===== config.mk =====
export PLATFORM = sky130hd
export DESIGN_NAME = refresh_scan_ctrl
export DESIGN_NICKNAME = d
export VERILOG_FILES = /design/src/rtl/refresh_scan_ctrl_pkg.sv /design/src/rtl/refresh_scan_ctrl_tick_gen.sv /design/src/rtl/refresh_scan_ctrl.sv
export SDC_FILE = /design/constraint.sdc
export NUM_CORES = 1
export LEC_CHECK = 0
export BUFFER_PORTS_ARGS = -buffer_cell sky130_fd_sc_hd__clkbuf_2
export CORE_AREA = 8 8 84 86
export CTS_CLUSTER_SIZE = 28
export DETAILED_ROUTE_END_ITERATION = 16
export DIE_AREA = 0 0 92 94
export GPL_TIMING_DRIVEN = 0
export PLACE_DENSITY = 0.71
export SETUP_SLACK_MARGIN = 0.5
export SYNTH_ARGS = -nofsm -noshare
export SYNTH_HDL_FRONTEND = slang
export SYNTH_HIERARCHICAL = 1
export SYNTH_SLANG_ARGS = --single-unit

===== constraint.sdc =====
create_clock -name clk -period 2.24 [get_ports clk]
set_input_delay 0.448 -clock clk [delete_from_list [all_inputs] [get_ports clk]]
set_output_delay 0.448 -clock clk [all_outputs]
set_load 0.05 [all_outputs]

===== src/rtl/refresh_scan_ctrl_pkg.sv =====
// Shared sizing and types for the 4-digit display scan path.
package scan_pkg;

    localparam int unsigned NDIG = 4;
    localparam int unsigned DIGW = 4;
    localparam int unsigned IDXW = 2;
    localparam int unsigned VALW = NDIG * DIGW;

    typedef logic [IDXW-1:0] digit_idx_t;
    typedef logic [DIGW-1:0] nibble_t;
    typedef logic [VALW-1:0] value_t;

endpackage


===== src/rtl/refresh_scan_ctrl_tick_gen.sv =====
// Prescaler for the digit-refresh slot; tick marks the last cycle of a slot.
module tick_gen #(
    parameter int unsigned PRESCALE = 100000
) (
    input  logic clk,
    input  logic rst_n,
    input  logic en,
    output logic tick
);

    localparam int unsigned CW = (PRESCALE > 2) ? $clog2(PRESCALE) : 1;
    localparam logic [CW-1:0] LAST = CW'(PRESCALE - 1);

    logic [CW-1:0] presc;

    always_ff @(posedge clk or negedge rst_n) begin
        if (!rst_n) begin
            presc <= '0;
        end else if (en) begin
            if (presc == LAST) begin
                presc <= '0;
            end else begin
                presc <= presc + CW'(1);
            end
        end
    end

    assign tick = en && (presc == LAST);

endmodule


===== src/rtl/refresh_scan_ctrl.sv =====
// Display scan controller: refresh counter, frame-synchronous value commit,
// active-digit nibble mux and leading-zero blanking.
module refresh_scan_ctrl
    import scan_pkg::*;
#(
    parameter int unsigned PRESCALE = 100000
) (
    input  logic            clk,
    input  logic            rst_n,
    input  logic            en,
    input  logic            load,
    input  logic [VALW-1:0] value_in,
    input  logic            blank_lz,
    output logic [IDXW-1:0] refreshcounter,
    output logic [DIGW-1:0] digit_o,
    output logic            blank_o,
    output logic            tick_o,
    output logic            frame_o,
    output logic            pending_o
);

    logic   tick;
    value_t pend;
    value_t disp;
    logic   pending;
    logic   upper_nz;

    tick_gen #(
        .PRESCALE(PRESCALE)
    ) u_tick_gen (
        .clk  (clk),
        .rst_n(rst_n),
        .en   (en),
        .tick (tick)
    );

    assign tick_o  = tick;
    assign frame_o = tick && (refreshcounter == digit_idx_t'(NDIG - 1));

    always_ff @(posedge clk or negedge rst_n) begin
        if (!rst_n) begin
            refreshcounter <= '0;
        end else if (tick) begin
            refreshcounter <= refreshcounter + digit_idx_t'(1);
        end
    end

    // A load coinciding with the frame boundary bypasses the buffer so it
    // is shown in the very next frame rather than one frame later.
    always_ff @(posedge clk or negedge rst_n) begin
        if (!rst_n) begin
            pend    <= '0;
            disp    <= '0;
            pending <= 1'b0;
        end else if (load && !frame_o) begin
            pend    <= value_in;
            pending <= 1'b1;
        end else if (load && frame_o) begin
            disp    <= value_in;
            pending <= 1'b0;
        end else if (frame_o && pending) begin
            disp    <= pend;
            pending <= 1'b0;
        end
    end

    assign pending_o = pending;

    always_comb begin
        digit_o  = '0;
        upper_nz = 1'b0;
        for (int unsigned i = 0; i < NDIG; i++) begin
            if (refreshcounter == digit_idx_t'(i)) begin
                digit_o = disp[i*DIGW +: DIGW];
            end
            if (digit_idx_t'(i) >= refreshcounter && disp[i*DIGW +: DIGW] != '0) begin
                upper_nz = 1'b1;
            end
        end
    end

    assign blank_o = blank_lz && (refreshcounter != '0) && !upper_nz;

endmodule


==> metrics.txt, run 1 <==
TritonCTS buffer count=5; largest family of logic cells by synthesized area=simple AND/OR/NAND/NOR gates; switching share of power=0.264; Lkg Pwr=1.62 nW; Clk pwr share=0.310; Slew HR=0.578; Clock Skew=13.2 ps; adder-cell area share of the yosys netlist=0.0226; max cap viols=0; Yosys cell types=47; Site Rows=28; total gr overflow=0; status=finished clean; height of the die=94 um; CTS tree=built; power per cell area=541 mW/mm^2; fmax=451 MHz; Ant. Diodes=0; final setup fails=0; register area share after synthesis=0.471; most frequent cells in the layout=46 x dfrtp_1, 22 x clkbuf_2, 18 x nor2b_1, 18 x buf_4, 15 x a31oi_1; Final Hold Fails=0; CP required=1790 ps; drt pass-1 iters=4; ratio of cells with drive above 1 in the final layout=0.464; full die area=0.00865 mm^2; maximum vdd drop=421 uV; dominant synthesized flop cell=dfrtp_1; post-synthesis simple-gate area fraction=0.182; Critical Path AT=1770 ps; number of global-route vias before repair=2384; CP Launch Type=flip-flop; Initial Util=0.481; Vias=2265; sequential power share=0.531; Ports=31; routability congestion estimate=0.780; Clock transition at path regs=100 ps; Synthesis Warnings=6; number of synthesized register bits=52; Avg Cell Area, Syn=10.7 um^2; Worst Setup End Kind=primary output; Post-DRT Antenna Nets=0; initial antenna violation count=0; worst hold slack=140 ps; Cell Area, Synth=0.00276 mm^2; fin. max-slew vios=0; Via density=5.72; Core Box Area=0.00575 mm^2; Net Sw Power=0.548 mW; actual slew at the worst max-slew pin=633 ps; Post-Synth XOR/XNOR Area=0.0380; Hold Path Class=input pin to asynchronous set/reset pin; most common cell after layout, fill and taps aside=dfrtp_1; DR WL/cell=18.2 um; largest net degree at the start of global routing=53; Clock Latency Late Sink=310 ps; mux contribution to synthesized area=0.0901; H-tree levels=2; Fillers=433; area grow syn2layout=38.8%; Gate power share=0.159; post-synth net total=284; post-layout min period=2220 ps; hpwl dp=4350 um; input/output buffers=29; number of flops mapped to enable cells by yosys=0; worst-path maximum fanout=2; Initial DRC Count=83; P_int=1.53 mW; layout net count=346; total wire length=7200 um; final core utilization=0.668; Clock Path Buffers=2; asr flop ratio synth=1.00; CTS Root Cell=clkbuf_8; GR Util All Layers=0.171; Synth Instances=258; CTS Hold Bufs=0; unrepaired setup endpoints after global routing=true; clock sink count=52; Chip Width=92 um; Compound-Gate Fraction of Synth Area=0.154; # DRC=0; global-route wire length before repair=11800 um; period utilization=0.990; critical path type=flip-flop to primary output
==> critical path, cell delays in order (launching register included) <==
cell,delay [ps]
dfrtp_1,400
nor4b_2,270
nand4_1,200
nor2_4,190
nand2_4,100
clkinv_8,60
buf_8,90
clkbuf_16,150
==> per-layer routing <==
| metal | GRT usage | wire (um) |
|---|---|---|
| met1 | 0.190 | 3000 |
| met2 | 0.308 | 3740 |
| met3 | 0.0368 | 276 |
| met4 | 0.0765 | 176 |
| met5 | 0 | 0 |
==> flip-flops by register name (all words and copies together), names as in the netlist <==
name              flops
u_tick_gen/presc     17
disp                 16
refreshcounter        2
pending_o             1
pend                 16
==> path summary, 6_finish.rpt <==
kind | from | to | slack [ps] | depth (start not counted)
min | rst_n | disp[0] | 140 | 1
max reg2reg | u_tick_gen/presc[6] | pend[15] | 30 | 9
max in group asynchronous | rst_n | disp[13] | 1520 | 2
min reg2reg | pend[7] | pend[7] | 520 | 1
min in group clk | value_in[8] | disp[8] | 380 | 3
max | u_tick_gen/presc[6] | frame_o | 20 | 7
==> Yosys cell counts, types with 3 or more instances <==
cell	n	share of area
a21oi_1	4	0.0072
a221oi_1	3	0.0095
a22oi_1	16	0.043
a31oi_1	15	0.034
and3_1	4	0.0091
buf_2	4	0.0072
buf_6	3	0.012
clkbuf_1	5	0.0068
dfrtp_1	52	0.47
ha_1	5	0.023
inv_1	5	0.0068
mux2_2	7	0.029
mux2_4	10	0.054
nand2_1	12	0.016
nand3_1	7	0.013
nand4_1	6	0.014
nor2_1	11	0.015
nor2b_1	20	0.045
nor4_1	4	0.0091
o21ai_0	21	0.038
o31ai_1	3	0.0081
xnor2_1	7	0.022
xor2_1	5	0.016
==> cell families (layout without fill, tap and decap cells) <==
logic type / Yosys count / in the layout
AO/OA/AOI/OAI: 67 / 67
XOR/XNOR: 12 / 12
AND/OR/NAND/NOR: 83 / 83
multiplexers: 19 / 19
adder cells (fa/ha/maj): 5 / 5
flip-flops: 52 / 52
buffers and inverters: 20 / 83
==> layout make-up <==
class | count | area (um^2) | area share
flip-flops and latches | 52 | 1310 | 0.341
multi-input cells | 186 | 1650 | 0.429
clock buffers | 6 | 72.6 | 0.0189
inverters | 6 | 40.0 | 0.0104
well taps | 75 | 93.8 | 0.0245
clock inverters | 2 | 35.0 | 0.00913
plain buffers | 14 | 134 | 0.0349
repair buffers | 55 | 507 | 0.132
==> metrics by stage <==
| step | area (um^2) | setup slack [ps] | cells | power [mW] | setup TNS, ps |
|---|---|---|---|---|---|
| final | 3840 | 22.2 | 396 | 2.08 | 0 |
| after detailed placement | 3190 | -375 | 362 | 1.39 | -1700 |
| after floorplan | 2950 | -57.2 | 258 | 1.30 | -577 |
| after global routing | 3840 | -58.5 | 396 | 2.17 | -528 |
| after CTS | 3750 | -3.63 | 393 | 2.08 | -3.63 |
| after global placement | 3190 | -392 | 362 | 1.38 | -1800 |
==> timing repair <==
action	4_1_cts	5_1_grt
buffers inserted	22	2
setup endpoints to repair	40	47
hold endpoints to repair	0	0
gates resized for setup	63	21
gates cloned	1	0
pin swaps	9	0
==> power groups by stage <==
stage | combinational (mW) | clock, mW | sequential (mW)
2_1_floorplan | 0.195 | 0 | 1.10
3_3_place_gp | 0.259 | 0 | 1.12
3_5_place_dp | 0.265 | 0 | 1.13
4_1_cts | 0.317 | 0.664 | 1.10
5_1_grt | 0.363 | 0.692 | 1.11
6_report | 0.329 | 0.644 | 1.10
No activity file was read; power rests on OpenSTA's default activity.
==> run 2: changes to the inputs <==
CORE_AREA = 8 8 81 83   (was 8 8 84 86)
DIE_AREA = 0 0 89 91   (was 0 0 92 94)
PLACE_DENSITY = 0.72   (was 0.71)
SYNTH_HIERARCHICAL = not set   (was 1)
==> metrics.txt, run 2 <==
status=complete, but fails checks; failing checks=setup timing; WL met2=3850 um; routability congestion estimate=0.768; top-count cell post-synth=dfrtp_1; crit-path cells=or4_4 -> nor4_4 -> and3_4 -> buf_6 -> buf_4 -> nand2b_4 -> buf_8 -> clkbuf_16 -> mux2_4; Vias=2262; most frequent cells in the layout=50 x dfrtp_1, 22 x clkbuf_2, 16 x buf_4; CTS Hold Bufs=0; sequential power share=0.501; Worst Setup End Kind=flip-flop; Final Hold Fails=0; asr flop ratio synth=1.00; period utilization=1.12; largest cells by area after synthesis=dfrtp_1 50%, o22ai_1 7.5%, mux2_4 5.8%; largest net degree at the start of global routing=53; Via density=6.03; Clk pwr share=0.394; total wire length=7530 um; Clock Skew=8.81 ps; placed inst area=0.00297 mm^2; Clock Path Buffers=2; Chip Width=89 um; Lkg Pwr=1.66 nW; total power draw=2.23 mW; power per cell area=579 mW/mm^2; number of synthesized register bits=52; Cell Area, Synth=0.00259 mm^2; area grow syn2layout=48.7%; Net Sw Power=0.525 mW; Initial DRC Count=171; hpwl dp=4130 um; Ant. Diodes=0; Site Rows=27; register area share after synthesis=0.503; maximum vdd drop=551 uV; worst hold slack=114 ps; area leader, netlist=dfrtp_1; Critical Path AT=2720 ps; input/output buffers=29; CP max stage delay=550 ps; Gate power share=0.105; area occupied by multi-input gates=0.00161 mm^2; Synth Instances=239; Slew HR=0.447; layout net count=329; max cap viols=0; Initial Util=0.485; Synth top area share=0.503; actual slew at the worst max-slew pin=829 ps; Clock Latency Late Sink=310 ps; global-route wire length before repair=11200 um; post-layout min period=2520 ps; FF/Latch Area=0.00130 mm^2; worst-path maximum fanout=9; Core Box Area=0.00534 mm^2; clock sink count=52; M1 WL=2980 um; H-tree levels=2; ratio of cells with drive above 1 in the final layout=0.531; most common cell after layout, fill and taps aside=dfrtp_1; setup ws final=-276 ps; Biggest register=u_tick_gen.presc; initial antenna violation count=0; CP required=2440 ps; CP Launch Type=flip-flop; number of global-route vias before repair=2252; CTS tree=built; post-synth net total=266; Fillers=368; total gr overflow=0; Largest register FFs=17; height of the die=91 um; Avg Cell Area, Syn=10.8 um^2; fin. max-slew vios=0; Post-DRT Antenna Nets=0; critical path's slowest cell=or4_4; number of flops mapped to enable cells by yosys=0; highest metal used=met4; Yosys cell types=35; CTS Root Cell=clkbuf_8; Hold Path Class=input pin to asynchronous set/reset pin; fmax=397 MHz; post-route cell area=0.00385 mm^2; full die area=0.00810 mm^2; largest registers=u_tick_gen.presc x17, disp x16, pend x16; Clock transition at path regs=100 ps; unrepaired setup endpoints after global routing=true; drt pass-1 iters=4; switching share of power=0.236; critical path type=flip-flop to flip-flop; GR Util All Layers=0.175; final setup fails=29; # DRC=0; most frequent cells after synthesis=52 x dfrtp_1, 31 x o22ai_1, 22 x a21oi_1; P_int=1.70 mW; dominant synthesized flop cell=dfrtp_1; Synthesis Warnings=0; met3 routed WL=419 um; DR WL/cell=20.1 um; Ports=31; TritonCTS buffer count=5
run 2: kinds of logic after synthesis:
family	Yosys count	synth area share
buffers and inverters	20	0.0440
DFF	52	0.503
xor gates and xnor gates	13	0.0440
AOI/OAI and AO/OA	69	0.155
muxes	16	0.0842
and+or+nand+nor	63	0.140
adders and majority gates	6	0.0290
run 2: repair_timing:
item | CTS | global route
setup buffers | 17 | 7
gates cloned | 1 | 1
gates resized for setup | 63 | 50
endpoints found under the hold margin | 0 | 0
pin swaps | 32 | 27
setup endpoints to repair | 49 | 51
run 2: per-stage QoR:
| stage | utilization | setup WS (ps) | setup TNS, ps | std cells |
|---|---|---|---|---|
| after floorplan | - | 20.8 | 0 | 239 |
| after global placement | 0.556 | -352 | -2320 | 340 |
| after detailed placement | 0.556 | -369 | -3080 | 340 |
| after CTS | 0.669 | -314 | -4610 | 366 |
| after global routing | 0.721 | -341 | -6560 | 375 |
| final | 0.721 | -276 | -4510 | 375 |
run 2: power groups by stage:
stage / Clock [mW] / Sequential, mW / Combinational [mW]
6_report: 0.878 / 1.12 / 0.233
4_1_cts: 0.888 / 1.11 / 0.202
2_1_floorplan: 0 / 1.10 / 0.138
3_5_place_dp: 0 / 1.12 / 0.199
5_1_grt: 0.928 / 1.13 / 0.255
3_3_place_gp: 0 / 1.12 / 0.193
run 2: cell type report:
cell class,instances,area share
buffer,13,0.0387
clock buffer,5,0.0179
clock inverter,3,0.0234
inverter,7,0.00813
multi-input combinational,167,0.417
sequential,52,0.339
tap,72,0.0234
timing repair buffer,56,0.132
run 2: critical path, delay by kind of cell, from the launching register on:
kind                   cells  cell delay [ps]
buffers and inverters      4              560
DFF                        1              400
muxes                      1              300
and+or+nand+nor            4             1150
run 2: layer usage:
layer,GRT usage,vias up
met4,0.0735,0
li1,-,1019
met5,0,-
met3,0.0396,22
met2,0.278,92
met1,0.223,1129
run 2: worst paths after layout:
| check | startpoint | endpoint | slack [ps] | depth (start not counted) |
|---|---|---|---|---|
| hold reg to reg | u_tick_gen.presc[8] | u_tick_gen.presc[8] | 490 | 1 |
| setup / recovery | u_tick_gen.presc[12] | pend[7] | -280 | 9 |
| min in group clk | value_in[10] | pend[10] | 390 | 2 |
| max in group asynchronous | rst_n | refreshcounter[0] | 1540 | 2 |
| hold / removal | rst_n | disp[10] | 110 | 1 |
| setup reg to reg | u_tick_gen.presc[12] | pend[7] | -280 | 9 |
